## config.mk

```make
export PLATFORM = sky130hd
export DESIGN_NAME = cpu_io_hub_gen
export DESIGN_NICKNAME = d
export VERILOG_FILES = /design/src/rtl/io_hub_pkg.sv /design/src/rtl/sync_rise.sv /design/src/rtl/cpu_io_hub_gen.sv
export SDC_FILE = /design/constraint.sdc
export NUM_CORES = 1
export LEC_CHECK = 0
export BUFFER_PORTS_ARGS = -buffer_cell sky130_fd_sc_hd__buf_2
export CORE_ASPECT_RATIO = 2
export CORE_MARGIN = 2
export CORE_UTILIZATION = 50
export CTS_CLUSTER_SIZE = 10
export DETAILED_ROUTE_END_ITERATION = 10
export GPL_TIMING_DRIVEN = 1
export PLACE_DENSITY = 0.75
export REMOVE_ABC_BUFFERS = 1
export SETUP_SLACK_MARGIN = 0.15
export SYNTH_ARGS = -nofsm -noshare
export SYNTH_HDL_FRONTEND = slang
export SYNTH_SLANG_ARGS = --single-unit
```

## constraint.sdc

```tcl
create_clock -name clk_12 -period 1.5 [get_ports clk_12]
set_input_delay 0.075 -clock clk_12 [delete_from_list [all_inputs] [get_ports clk_12]]
set_output_delay 0.075 -clock clk_12 [all_outputs]
set_load 0.02 [all_outputs]
```

## src/rtl/io_hub_pkg.sv

```systemverilog
// Register map of the 6809 I/O hub page, shared by the hub and by any
// block that needs to decode the same offsets.
package io_hub_pkg;

    localparam logic [7:0] OFS_STROBE   = 8'h00;
    localparam logic [7:0] OFS_LATCH    = 8'h40;
    localparam logic [7:0] OFS_PRNG_CTL = 8'h60;
    localparam logic [7:0] OFS_RD_PRNG  = 8'h80;
    localparam logic [7:0] OFS_RD_STAT  = 8'h81;
    localparam logic [7:0] OFS_RD_LATCH = 8'h82;

endpackage

```

## src/rtl/sync_rise.sv

```systemverilog
// Multi-flop synchroniser for an asynchronous level, with a one-cycle
// pulse on each synchronised rising edge.
module sync_rise #(
    parameter int DEPTH = 3
) (
    input  logic clk_12,
    input  logic reset_n,
    input  logic d,
    output logic sync,
    output logic rise
);

    if (DEPTH < 2) begin : g_bad_depth
        $fatal(1, "sync_rise: DEPTH must be at least 2");
    end

    logic [DEPTH-1:0] stages;
    logic             sync_d;

    always_ff @(posedge clk_12 or negedge reset_n) begin
        if (!reset_n) begin
            stages <= '0;
            sync_d <= 1'b0;
        end else begin
            stages <= {stages[DEPTH-2:0], d};
            sync_d <= stages[DEPTH-1];
        end
    end

    assign sync = stages[DEPTH-1];
    assign rise = stages[DEPTH-1] & ~sync_d;

endmodule

```

## src/rtl/cpu_io_hub_gen.sv

```systemverilog
// Memory-mapped I/O hub on the 6809 bus: write strobes, control latches,
// LFSR PRNG and a busy flag cleared by the vector generator's done level.
module cpu_io_hub_gen
    import io_hub_pkg::*;
#(
    parameter int                ADDR_W       = 16,
    parameter int                DATA_W       = 8,
    parameter logic [ADDR_W-1:0] BASE_ADDR    = 16'h4600,
    parameter int                NUM_STROBE   = 4,
    parameter int                NUM_LATCH    = 8,
    parameter int                LFSR_W       = 24,
    parameter int                LFSR_TAP_A   = 5,
    parameter int                LFSR_TAP_B   = 22,
    parameter int                PRNG_OUT_LSB = 8,
    parameter int                LFSR_DIV     = 4
) (
    input  logic                  clk_12,
    input  logic                  reset_n,
    input  logic                  cpu_e,
    input  logic [ADDR_W-1:0]     cpu_addr,
    input  logic                  cpu_rnw,
    input  logic [DATA_W-1:0]     cpu_dout,
    input  logic                  done_in,
    output logic [DATA_W-1:0]     cpu_din_q,
    output logic                  cpu_rd_hit,
    output logic [NUM_STROBE-1:0] strobe,
    output logic [NUM_LATCH-1:0]  latch_q,
    output logic                  busy
);

    if (NUM_STROBE < 1 || NUM_STROBE > 32) begin : g_bad_strobe
        $fatal(1, "cpu_io_hub_gen: NUM_STROBE must be 1..32");
    end
    if (NUM_LATCH < 1 || NUM_LATCH > 32) begin : g_bad_latch
        $fatal(1, "cpu_io_hub_gen: NUM_LATCH must be 1..32");
    end
    if (LFSR_TAP_A >= LFSR_W || LFSR_TAP_B >= LFSR_W) begin : g_bad_tap
        $fatal(1, "cpu_io_hub_gen: LFSR taps must be below LFSR_W");
    end
    if (PRNG_OUT_LSB + DATA_W > LFSR_W) begin : g_bad_slice
        $fatal(1, "cpu_io_hub_gen: PRNG slice exceeds LFSR_W");
    end
    if (LFSR_DIV < 1 || DATA_W < 2 || ADDR_W <= 8) begin : g_bad_misc
        $fatal(1, "cpu_io_hub_gen: bad LFSR_DIV, DATA_W or ADDR_W");
    end

    localparam int PS_W = (LFSR_DIV > 1) ? $clog2(LFSR_DIV) : 1;

    logic                  page_hit, rd_sel;
    logic                  wq, wq1, wq2, wr_event, wr_bit;
    logic [7:0]            wr_ofs;
    logic [NUM_STROBE-1:0] strobe_nxt;
    logic [NUM_LATCH-1:0]  latch_nxt;
    logic                  run_nxt, busy_nxt, go, res, prng_run;
    logic                  done_sync, done_rise;
    logic [PS_W-1:0]       prescaler;
    logic                  tick;
    logic [LFSR_W-1:0]     lfsr;
    logic [DATA_W-1:0]     prng_q, rd_data, latch_rd;
    logic                  unused_bits;

    assign page_hit = (cpu_addr[ADDR_W-1:8] == BASE_ADDR[ADDR_W-1:8]);
    assign rd_sel   = cpu_rnw & page_hit;
    assign wq       = cpu_e & ~cpu_rnw & page_hit;
    assign wr_event = wq1 & ~wq2;
    assign tick     = (prescaler == PS_W'(LFSR_DIV - 1));

    assign unused_bits = ^{lfsr[LFSR_W-1], cpu_dout[DATA_W-2:0]};

    sync_rise #(.DEPTH(3)) u_done_sync (
        .clk_12  (clk_12),
        .reset_n (reset_n),
        .d       (done_in),
        .sync    (done_sync),
        .rise    (done_rise)
    );

    if (NUM_LATCH >= DATA_W) begin : g_latch_rd_wide
        assign latch_rd = latch_q[DATA_W-1:0];
    end else begin : g_latch_rd_pad
        assign latch_rd = {{(DATA_W - NUM_LATCH){1'b0}}, latch_q};
    end

    // wq1/wq2 come out of reset high so a window already open at release is
    // ignored; the next event needs wq1 to have been seen low first.
    always_ff @(posedge clk_12 or negedge reset_n) begin
        if (!reset_n) begin
            wq1    <= 1'b1;
            wq2    <= 1'b1;
            wr_ofs <= '0;
            wr_bit <= 1'b0;
        end else begin
            wq1 <= wq;
            wq2 <= wq1;
            if (wq && !wq1) begin
                wr_ofs <= cpu_addr[7:0];
                wr_bit <= cpu_dout[DATA_W-1];
            end
        end
    end

    always_comb begin
        strobe_nxt = '0;
        latch_nxt  = latch_q;
        run_nxt    = prng_run;
        for (int k = 0; k < NUM_STROBE; k++) begin
            if (wr_event && wr_ofs == OFS_STROBE + 8'(k)) strobe_nxt[k] = 1'b1;
        end
        for (int k = 0; k < NUM_LATCH; k++) begin
            if (wr_event && wr_ofs == OFS_LATCH + 8'(k)) latch_nxt[k] = wr_bit;
        end
        if (wr_event && wr_ofs == OFS_PRNG_CTL) run_nxt = wr_bit;
        go  = wr_event && (wr_ofs == OFS_STROBE);
        res = wr_event && (wr_ofs == OFS_STROBE + 8'd1) && (NUM_STROBE > 1);
        // A GO landing on the same edge as RES or a done edge wins.
        if (go) begin
            busy_nxt = 1'b1;
        end else if (res || done_rise) begin
            busy_nxt = 1'b0;
        end else begin
            busy_nxt = busy;
        end
    end

    always_comb begin
        rd_data = '0;
        case (cpu_addr[7:0])
            OFS_RD_PRNG:  rd_data = prng_q;
            OFS_RD_STAT: begin
                rd_data[DATA_W-1] = busy;
                rd_data[DATA_W-2] = done_sync;
            end
            OFS_RD_LATCH: rd_data = latch_rd;
            default:      rd_data = '0;
        endcase
    end

    always_ff @(posedge clk_12 or negedge reset_n) begin
        if (!reset_n) begin
            strobe     <= '0;
            latch_q    <= '0;
            prng_run   <= 1'b0;
            busy       <= 1'b0;
            cpu_rd_hit <= 1'b0;
            cpu_din_q  <= '0;
        end else begin
            strobe     <= strobe_nxt;
            latch_q    <= latch_nxt;
            prng_run   <= run_nxt;
            busy       <= busy_nxt;
            cpu_rd_hit <= rd_sel;
            cpu_din_q  <= rd_sel ? rd_data : '0;
        end
    end

    // The PRNG slice is sampled before the shift on the same tick.
    always_ff @(posedge clk_12 or negedge reset_n) begin
        if (!reset_n) begin
            prescaler <= '0;
            lfsr      <= '1;
            prng_q    <= '1;
        end else begin
            prescaler <= tick ? '0 : prescaler + 1'b1;
            if (!prng_run) begin
                lfsr <= '1;
            end else if (tick) begin
                lfsr <= {lfsr[LFSR_W-2:0], lfsr[LFSR_TAP_A] ^ lfsr[LFSR_TAP_B]};
            end
            if (tick) prng_q <= lfsr[PRNG_OUT_LSB +: DATA_W];
        end
    end

endmodule
```

**After elaboration in Yosys (flattened, before gate mapping)**

Cells that the tools add are included.

- Add/sub/neg operators: 1
- Equal/unequal tests: 18
- Mux-type cells: 12
- Bitwise operators: 9
- Reduce and logical (&&, ||, !) cells: 18

Operator list:

| operator | number |
|---|---|
| $eq A8 B7 Y1 const B | 10 |
| $mux W23 | 2 |
| $eq A8 B8 Y1 const B | 3 |
| $eq A8 B2 Y1 const B | 2 |
| $logic_and A1 B1 Y1 | 14 |
| $pmux W6 S2 | 1 |
| $eq A8 B1 Y1 const B | 1 |
| $logic_not A8 Y1 | 1 |
| $mux W8 | 1 |
| $mux W1 | 6 |
| $pmux W2 S3 | 1 |
| $and A1 B1 Y1 | 5 |
| $not A1 Y1 | 3 |
| $add A2 B1 Y2 const B | 1 |
| $eq A2 B2 Y1 const B | 1 |
| $mux W2 | 1 |
| $ne A2 B1 Y1 const B | 1 |
| $reduce_bool A2 Y1 | 1 |
| $logic_not A1 Y1 | 1 |
| $logic_or A1 B1 Y1 | 1 |
| $xor A1 B1 Y1 | 1 |

- Flip-flop bits (word level): 71
- Input port bits: 29
- Output and inout bits: 22
- Logic and storage cells: 80

**Logic depth before layout (Yosys ltp)**

Gate-level depths: netlist of the first run.

- Word-level depth: 6
- Depth in mapped cells: 4
- Mapped depth without buffers: 3

**Modules after synthesis**

A second synthesis of the first run with hierarchy kept.

- Cells, all modules: 233
- Area, all modules: 2984.1 µm²

By module, submodules not included:

| module | instances | cells an instance | area an instance (µm²) | seq. area each (µm²) |
|---|---|---|---|---|
| cpu_io_hub_gen | 1 | 228 | 2870.3 | 1717.9 |
| sync_rise | 1 | 5 | 113.9 | 100.1 |

**Least setup slack after synthesis of the first run**

No wires, ideal clock.

- Path type: register to register
- Start point: register wq1
- End point: register latch_q[3]
- Setup time: 0.128 ns
- Data arrival time: 1.340 ns
- Required time: 1.372 ns
- Path slack: 0.032 ns
- Stages on the path, launching flop included: 5
- Path buffers: 1
- Period minus slack after synthesis: 1.468 ns
- Cells stage by stage: dfstp_2 -> nor4b_4 -> buf_6 -> nand4_1 -> mux2_1

- Word-level cells in the longest chain between the ends: 2

Ends and longest elaborated chain:

| what | line | source |
|---|---|---|
| start, declared | cpu_io_hub_gen.sv:50 | `logic wq, wq1, wq2, wr_event, wr_bit;` |
| start signal, assigned | cpu_io_hub_gen.sv:93 | `wq1 <= wq;` |
| $and A1 B1 Y1 | cpu_io_hub_gen.sv:65 | `assign wr_event = wq1 & ~wq2;` |
| $logic_and A1 B1 Y1 | cpu_io_hub_gen.sv:110 | `if (wr_event && wr_ofs == OFS_LATCH + 8'(k)) latch_nxt[k] = wr_bit;` |
| end signal, assigned | cpu_io_hub_gen.sv:148 | `latch_q <= latch_nxt;` |
| end, declared | cpu_io_hub_gen.sv:27 | `output logic [NUM_LATCH-1:0] latch_q,` |

No other way between the ends.
A chain may end at the register's enable or synchronous reset.

**Worst setup path after layout of the first run**

Ends and elaborated chain as after synthesis.

==> results.sh, run 1 <==
export IMPL_first_pass_iters=4
export IMPL_synth_cell_types=29
export IMPL_dp_slack_ns=0.002071
export IMPL_syn2layout_area_growth_pct=23.93
export IMPL_grt_max_degree=58
export IMPL_n_antenna_cell=0
export IMPL_vdd_drop_max_v=0.001187
export IMPL_worst_pin_slew_ns=0.4936
export IMPL_synth_commonest_cells="38 x dfrtp_1, 33 x dfstp_2, 26 x nand2_1, 24 x mux2i_1, 16 x mux2_2"
export IMPL_whs_path_depth=2
export IMPL_synth_seq_area_share=0.6165
export IMPL_maxCapViolCount=0
export IMPL_regToRegStartpoint="wq1$_DFF_PN1_"
export IMPL_powerDensity_nw_per_um2=1095
export IMPL_cts_sinks=71
export IMPL_synth_edf_count=0
export IMPL_leakagePower_nw=1.794
export IMPL_critPathRequiredTime_ns=1.71
export IMPL_clk_latency_ns=0.33
export IMPL_r2r_end="latch_q[3]$_DFFE_PN0P_"
export IMPL_cts_buffers=9
export IMPL_vias=1953
export IMPL_seq_area_um2=1818
export IMPL_async_flop_share=1.000
export IMPL_dieHeight_um=112.6
export IMPL_clkTransAtPathRegs_ns=0.06
export IMPL_synth_area_leader_cell="dfrtp_1"
export IMPL_synth_top_area_frac=0.3224
export IMPL_gp_congestion=0.8083
export IMPL_root_buffer="clkbuf_16"
export IMPL_drc=0
export IMPL_grt_pass1_wl_mm=9.128
export IMPL_grt_pass1_vias=2034
export IMPL_hold_path_class="input port to flip-flop"
export IMPL_rsz0062_at_grt="true"
export IMPL_r2r_cells=4
export IMPL_num_rows=39
export IMPL_drt_total_wl_mm=5.725
export IMPL_die_area_um2=6566
export IMPL_coreArea_um2=5709
export IMPL_hp_start="cpu_addr[2]"
export IMPL_fp_dieW_um=58.31
export IMPL_critPathLaunchType="flip-flop"
export IMPL_start_util=0.5165
export IMPL_period_share=0.9820
export IMPL_power_w=0.004000
export IMPL_yosysWarnings=0
export IMPL_max_freq_mhz=678.9
export IMPL_finClkSkew_ns=0.005120
export IMPL_nets=325
export IMPL_portBuffers=43
export IMPL_status="completed"
export IMPL_finalSetupViolations=0
export IMPL_fill_cells=441
export IMPL_wl_per_cell_um=15.86
export IMPL_grt_antenna_before_repair=0
export IMPL_drt_iter0_drc=66
export IMPL_ys_ff_latch=71
export IMPL_setup_slack_ns=0.02694
export IMPL_yosys_top_cells_area="dfrtp_1 32%, dfstp_2 29%, mux2i_1 8.1%"
export IMPL_yosys_most_used_dff="dfrtp_1"
export IMPL_period_minus_slack_ns=1.473
export IMPL_syn_mean_instance_area_um2=12.66
export IMPL_syn_area_um2=2949
export IMPL_final_layout_size_suffix_gt1_frac=0.4167
export IMPL_finalHoldViolations=0
export IMPL_clockBufferDepth=2
export IMPL_grt_usage=0.1897
export IMPL_multi_input_area_um2=1057
export IMPL_num_io_pins=51
export IMPL_min_to="wr_ofs[2]$_DFFE_PN0P_"
export IMPL_dp_hpwl_mm=3.899
export IMPL_grt_ovfl_total=0
export IMPL_crit_arrival_ns=1.68
export IMPL_endpoint_kind="flip-flop"
export IMPL_crit_fanout=13
export IMPL_synth_cells=233
export IMPL_htreeDepth=3
export IMPL_cts_tree="built"
export IMPL_viasPerCell=5.410
export IMPL_slew_violations=0
export IMPL_r2r_slack_ns=0.03
export IMPL_relSlewSlack=0.6679
export IMPL_yosysMostFrequentCell="dfrtp_1"
export IMPL_ant_nets=0
export IMPL_critPathKind="flip-flop to flip-flop"
-- routing by layer --
metal / part of all wire / vias to the layer above / track usage / routed length [µm]
met5: 0 / - / 0 / 0
met4: 0.047 / 0 / 0.1488 / 267
met3: 0.034 / 16 / 0.04493 / 193
met2: 0.55 / 50 / 0.3191 / 3165
met1: 0.37 / 957 / 0.1912 / 2099
li1: - / 930 / - / -
-- worst max-delay path, cell delays in order, from the launching register on --
cell and delay (ns):
dfstp_2 0.53, nor4b_4 0.20, buf_6 0.18, nand4_1 0.11, mux2_1 0.33
-- per-stage QoR --
stage | std cells | util | setup TNS (ns) | hold WS, ns | area, µm²
2_1_floorplan | 222 | - | -4.357 | -0.2206 | 2889
3_3_place_gp | 335 | 0.5733 | 0 | -0.007002 | 3273
3_5_place_dp | 335 | 0.5733 | 0 | 0.007096 | 3273
4_1_cts | 359 | 0.6347 | 0 | 0.01386 | 3623
5_1_grt | 361 | 0.6401 | -0.07113 | 0.01852 | 3655
6_report | 361 | 0.6401 | 0 | 0.02703 | 3655
-- layout by cell type (no fill, tap or decap), types with 2 or more instances in the layout --
master	Yosys	final
nor2_1	5	5
nand2b_1	9	9
nand4b_1	3	3
and4bb_2	2	2
buf_2	3	43
dlygate4sd3_1	0	8
buf_4	0	7
nor3_1	10	9
mux2_2	16	16
a2bb2oi_1	2	2
dfstp_2	33	33
nand2_1	26	26
nand4_1	5	5
o21ai_0	9	9
clkinv_2	0	4
dfrtp_1	38	38
inv_1	10	10
nand3_1	13	13
mux2i_1	24	24
nor4b_4	2	2
buf_12	0	2
nor4_1	2	2
clkbuf_16	0	9
nor2b_1	5	5
-- layout make-up --
| type | count | share of cell area |
|---|---|---|
| clock buffers | 11 | 0.06642 |
| clock inverters | 5 | 0.006505 |
| inverters | 10 | 0.01027 |
| multi-input cells | 142 | 0.2893 |
| flip-flops and latches | 71 | 0.4974 |
| well taps | 61 | 0.02088 |
| repair buffers | 61 | 0.1092 |
-- cells by family (layout without fill, tap and decap cells) --
group / after synthesis / in the layout / synth area share
xor gates and xnor gates: 1 / 1 / 0.002970
muxes: 42 / 42 / 0.1502
adders and majority gates: 1 / 1 / 0.004242
DFF: 71 / 71 / 0.6165
AOI/OAI and AO/OA: 11 / 11 / 0.02121
and+or+nand+nor: 86 / 87 / 0.1718
buffers and inverters: 21 / 87 / 0.03309
-- sequential cells by signal (all words and copies together) (netlist names) --
| name | count |
|---|---|
| lfsr | 23 |
| cpu_din_q | 8 |
| latch_q | 8 |
| prng_q | 8 |
| wr_ofs | 8 |
| strobe | 4 |
| u_done_sync.stages | 3 |
| prescaler | 2 |
| busy | 1 |
| cpu_rd_hit | 1 |
| prng_run | 1 |
| u_done_sync.sync_d | 1 |
| wq1 | 1 |
| wq2 | 1 |
| wr_bit | 1 |
-- report_power, final --
| group | internal [W] | switching, W | total (W) |
|---|---|---|---|
| sequential | 0.00193 | 0.0000120 | 0.00195 |
| combinational | 0.0000747 | 0.0000899 | 0.000165 |
| clock | 0.00114 | 0.000745 | 0.00189 |
| total | 0.00315 | 0.000847 | 0.00400 |
-- worst max path at each step --
stage / startpoint / endpoint / slack (ns)
floorplan: prescaler[0]$_DFF_PN0_ / lfsr[0]$_DFFE_PN1P_ / -0.17
detailed placement: wq1$_DFF_PN1_ / latch_q[3]$_DFFE_PN0P_ / 0.002
CTS: wq1$_DFF_PN1_ / latch_q[3]$_DFFE_PN0P_ / 0.01
finish: wq1$_DFF_PN1_ / latch_q[3]$_DFFE_PN0P_ / 0.03
global placement: wq1$_DFF_PN1_ / latch_q[3]$_DFFE_PN0P_ / 0.04
global route: wq1$_DFF_PN1_ / prng_run$_DFFE_PN0P_ / -0.04
-- what timing repair did --
action / in CTS / in global routing
hold buffers: 8 / 0
resized for setup: 1 / 2
setup buffers: 0 / 1
gates cloned: 0 / 1
setup endpoints to repair: 9 / 11
hold endpoints to repair: 21 / 0
(Power assumes the default switching activity.)
==> run 2: changes to the inputs <==
- PLACE_DENSITY: 0.75 -> 0.73
- RECOVER_POWER: not set -> 25
==> results.sh, run 2 (synthesis results as in run 1) <==
export IMPL_crit_fanout=6
export IMPL_min_to="wr_ofs[4]$_DFFE_PN0P_"
export IMPL_start_util=0.5165
export IMPL_num_rows=39
export IMPL_powerDensity_nw_per_um2=1218
export IMPL_r2r_end="prng_run$_DFFE_PN0P_"
export IMPL_hold_path_class="input port to flip-flop"
export IMPL_vdd_drop_max_v=0.001254
export IMPL_grt_antenna_before_repair=0
export IMPL_wl_per_cell_um=16.31
export IMPL_cts_sinks=71
export IMPL_ant_nets=0
export IMPL_r2r_slack_ns=0.02
export IMPL_largest_reg_flops=23
export IMPL_htreeDepth=3
export IMPL_final_layout_size_suffix_gt1_frac=0.4319
export IMPL_clockBufferDepth=2
export IMPL_whs_path_depth=2
export IMPL_endpoint_kind="flip-flop"
export IMPL_finalSetupViolations=0
export IMPL_vias=1959
export IMPL_viasPerCell=5.412
export IMPL_tns_ns=0
export IMPL_period_minus_slack_ns=1.479
export IMPL_gp_congestion=0.7932
export IMPL_grt_ovfl_total=0
export IMPL_cts_tree="built"
export IMPL_dp_hpwl_mm=3.683
export IMPL_critPathRequiredTime_ns=1.72
export IMPL_nets=326
export IMPL_cts_buffers=9
export IMPL_fill_cells=435
export IMPL_maxCapViolCount=0
export IMPL_grt_pass1_vias=1939
export IMPL_grt_max_degree=72
export IMPL_finalHoldViolations=0
export IMPL_clk_latency_ns=0.33
export IMPL_postLayoutCoreUtil=0.6544
export IMPL_r2r_cells=4
export IMPL_worst_hold_slack_ns=0.01114
export IMPL_regToRegStartpoint="wr_ofs[3]$_DFFE_PN0P_"
export IMPL_fp_dieW_um=58.31
export IMPL_period_share=0.9860
export IMPL_coreArea_um2=5709
export IMPL_n_antenna_cell=0
export IMPL_leakagePower_nw=1.828
export IMPL_critPathKind="flip-flop to flip-flop"
export IMPL_drc=0
export IMPL_grt_pass1_wl_mm=9.114
export IMPL_slew_violations=0
export IMPL_max_freq_mhz=676.1
export IMPL_finClkSkew_ns=0.006059
export IMPL_hp_start="cpu_addr[4]"
export IMPL_critPathLaunchType="flip-flop"
export IMPL_root_buffer="clkbuf_16"
export IMPL_final_cell_mix="43 x buf_2, 38 x dfrtp_1, 33 x dfstp_2"
export IMPL_worst_pin_slew_ns=0.9304
export IMPL_largest_register="lfsr"
export IMPL_drt_total_wl_mm=5.906
export IMPL_first_pass_iters=4
export IMPL_dieHeight_um=112.6
export IMPL_num_io_pins=51
export IMPL_syn2layout_area_growth_pct=26.69
export IMPL_clkTransAtPathRegs_ns=0.05
export IMPL_final_common_cell="buf_2"
export IMPL_drt_iter0_drc=88
export IMPL_crit_arrival_ns=1.70
export IMPL_rsz0062_at_grt="true"
export IMPL_grt_usage=0.1929
export IMPL_die_area_um2=6566
export IMPL_relSlewSlack=0.3797
export IMPL_portBuffers=43
export IMPL_status="completed"
[run 2: metrics by stage]
step / power, W / cells / setup WS [ns] / instance area, µm²
final: 0.004551 / 362 / 0.02099 / 3736
after detailed placement: 0.002121 / 335 / 0.008068 / 3273
after floorplan: 0.002018 / 222 / -0.1728 / 2889
after global routing: 0.004711 / 362 / -0.03825 / 3736
after CTS: 0.004590 / 359 / 0.02290 / 3701
after global placement: 0.002119 / 335 / 0.03365 / 3273
[run 2: metal layers]
metal	up-vias	track usage	wire (µm)
met2	53	0.3251	3325
met3	17	0.07143	252
li1	934	-	-
met4	0	0.1271	220
met1	955	0.1884	2108
met5	-	0	0
[run 2: layout make-up]
| type | instances | area (µm²) | share of cell area |
|---|---|---|---|
| Clock inverter | 6 | 107.6 | 0.02880 |
| Tap cell | 61 | 76.32 | 0.02043 |
| Timing Repair Buffer | 62 | 394.1 | 0.1055 |
| Inverter | 10 | 37.54 | 0.01005 |
| Sequential cell | 71 | 1818 | 0.4866 |
| Multi-Input combinational cell | 142 | 1064 | 0.2847 |
| Clock buffer | 10 | 239.0 | 0.06397 |
[run 2: critical path, stage by stage (launching register included)]
cell and delay (ns):
dfrtp_1 0.44, nor4_1 0.32, buf_4 0.18, nand4_1 0.11, mux2_4 0.31
[run 2: worst max path at each step]
stage | end | from | slack, ns
6_report | prng_run$_DFFE_PN0P_ | wr_ofs[3]$_DFFE_PN0P_ | 0.02
5_1_grt | latch_q[3]$_DFFE_PN0P_ | wq1$_DFF_PN1_ | -0.04
4_1_cts | latch_q[3]$_DFFE_PN0P_ | wq1$_DFF_PN1_ | 0.02
3_5_place_dp | latch_q[3]$_DFFE_PN0P_ | wq1$_DFF_PN1_ | 0.008
3_3_place_gp | latch_q[3]$_DFFE_PN0P_ | wq1$_DFF_PN1_ | 0.03
2_1_floorplan | lfsr[0]$_DFFE_PN1P_ | prescaler[0]$_DFF_PN0_ | -0.17
[run 2: repair_timing]
action,in CTS,in global routing
gates resized for setup,1,4
setup endpoints to repair,10,28
gates cloned,0,1
hold buffers,7,1
pin swaps,0,2
endpoints found under the hold margin,44,1
buffers inserted,1,1
[run 2: power by group]
group | leakage (nW) | switching, W | internal [W]
combinational | 0.796 | 0.0000925 | 0.0000709
clock | 0.168 | 0.000782 | 0.00166
sequential | 0.864 | 0.0000110 | 0.00193
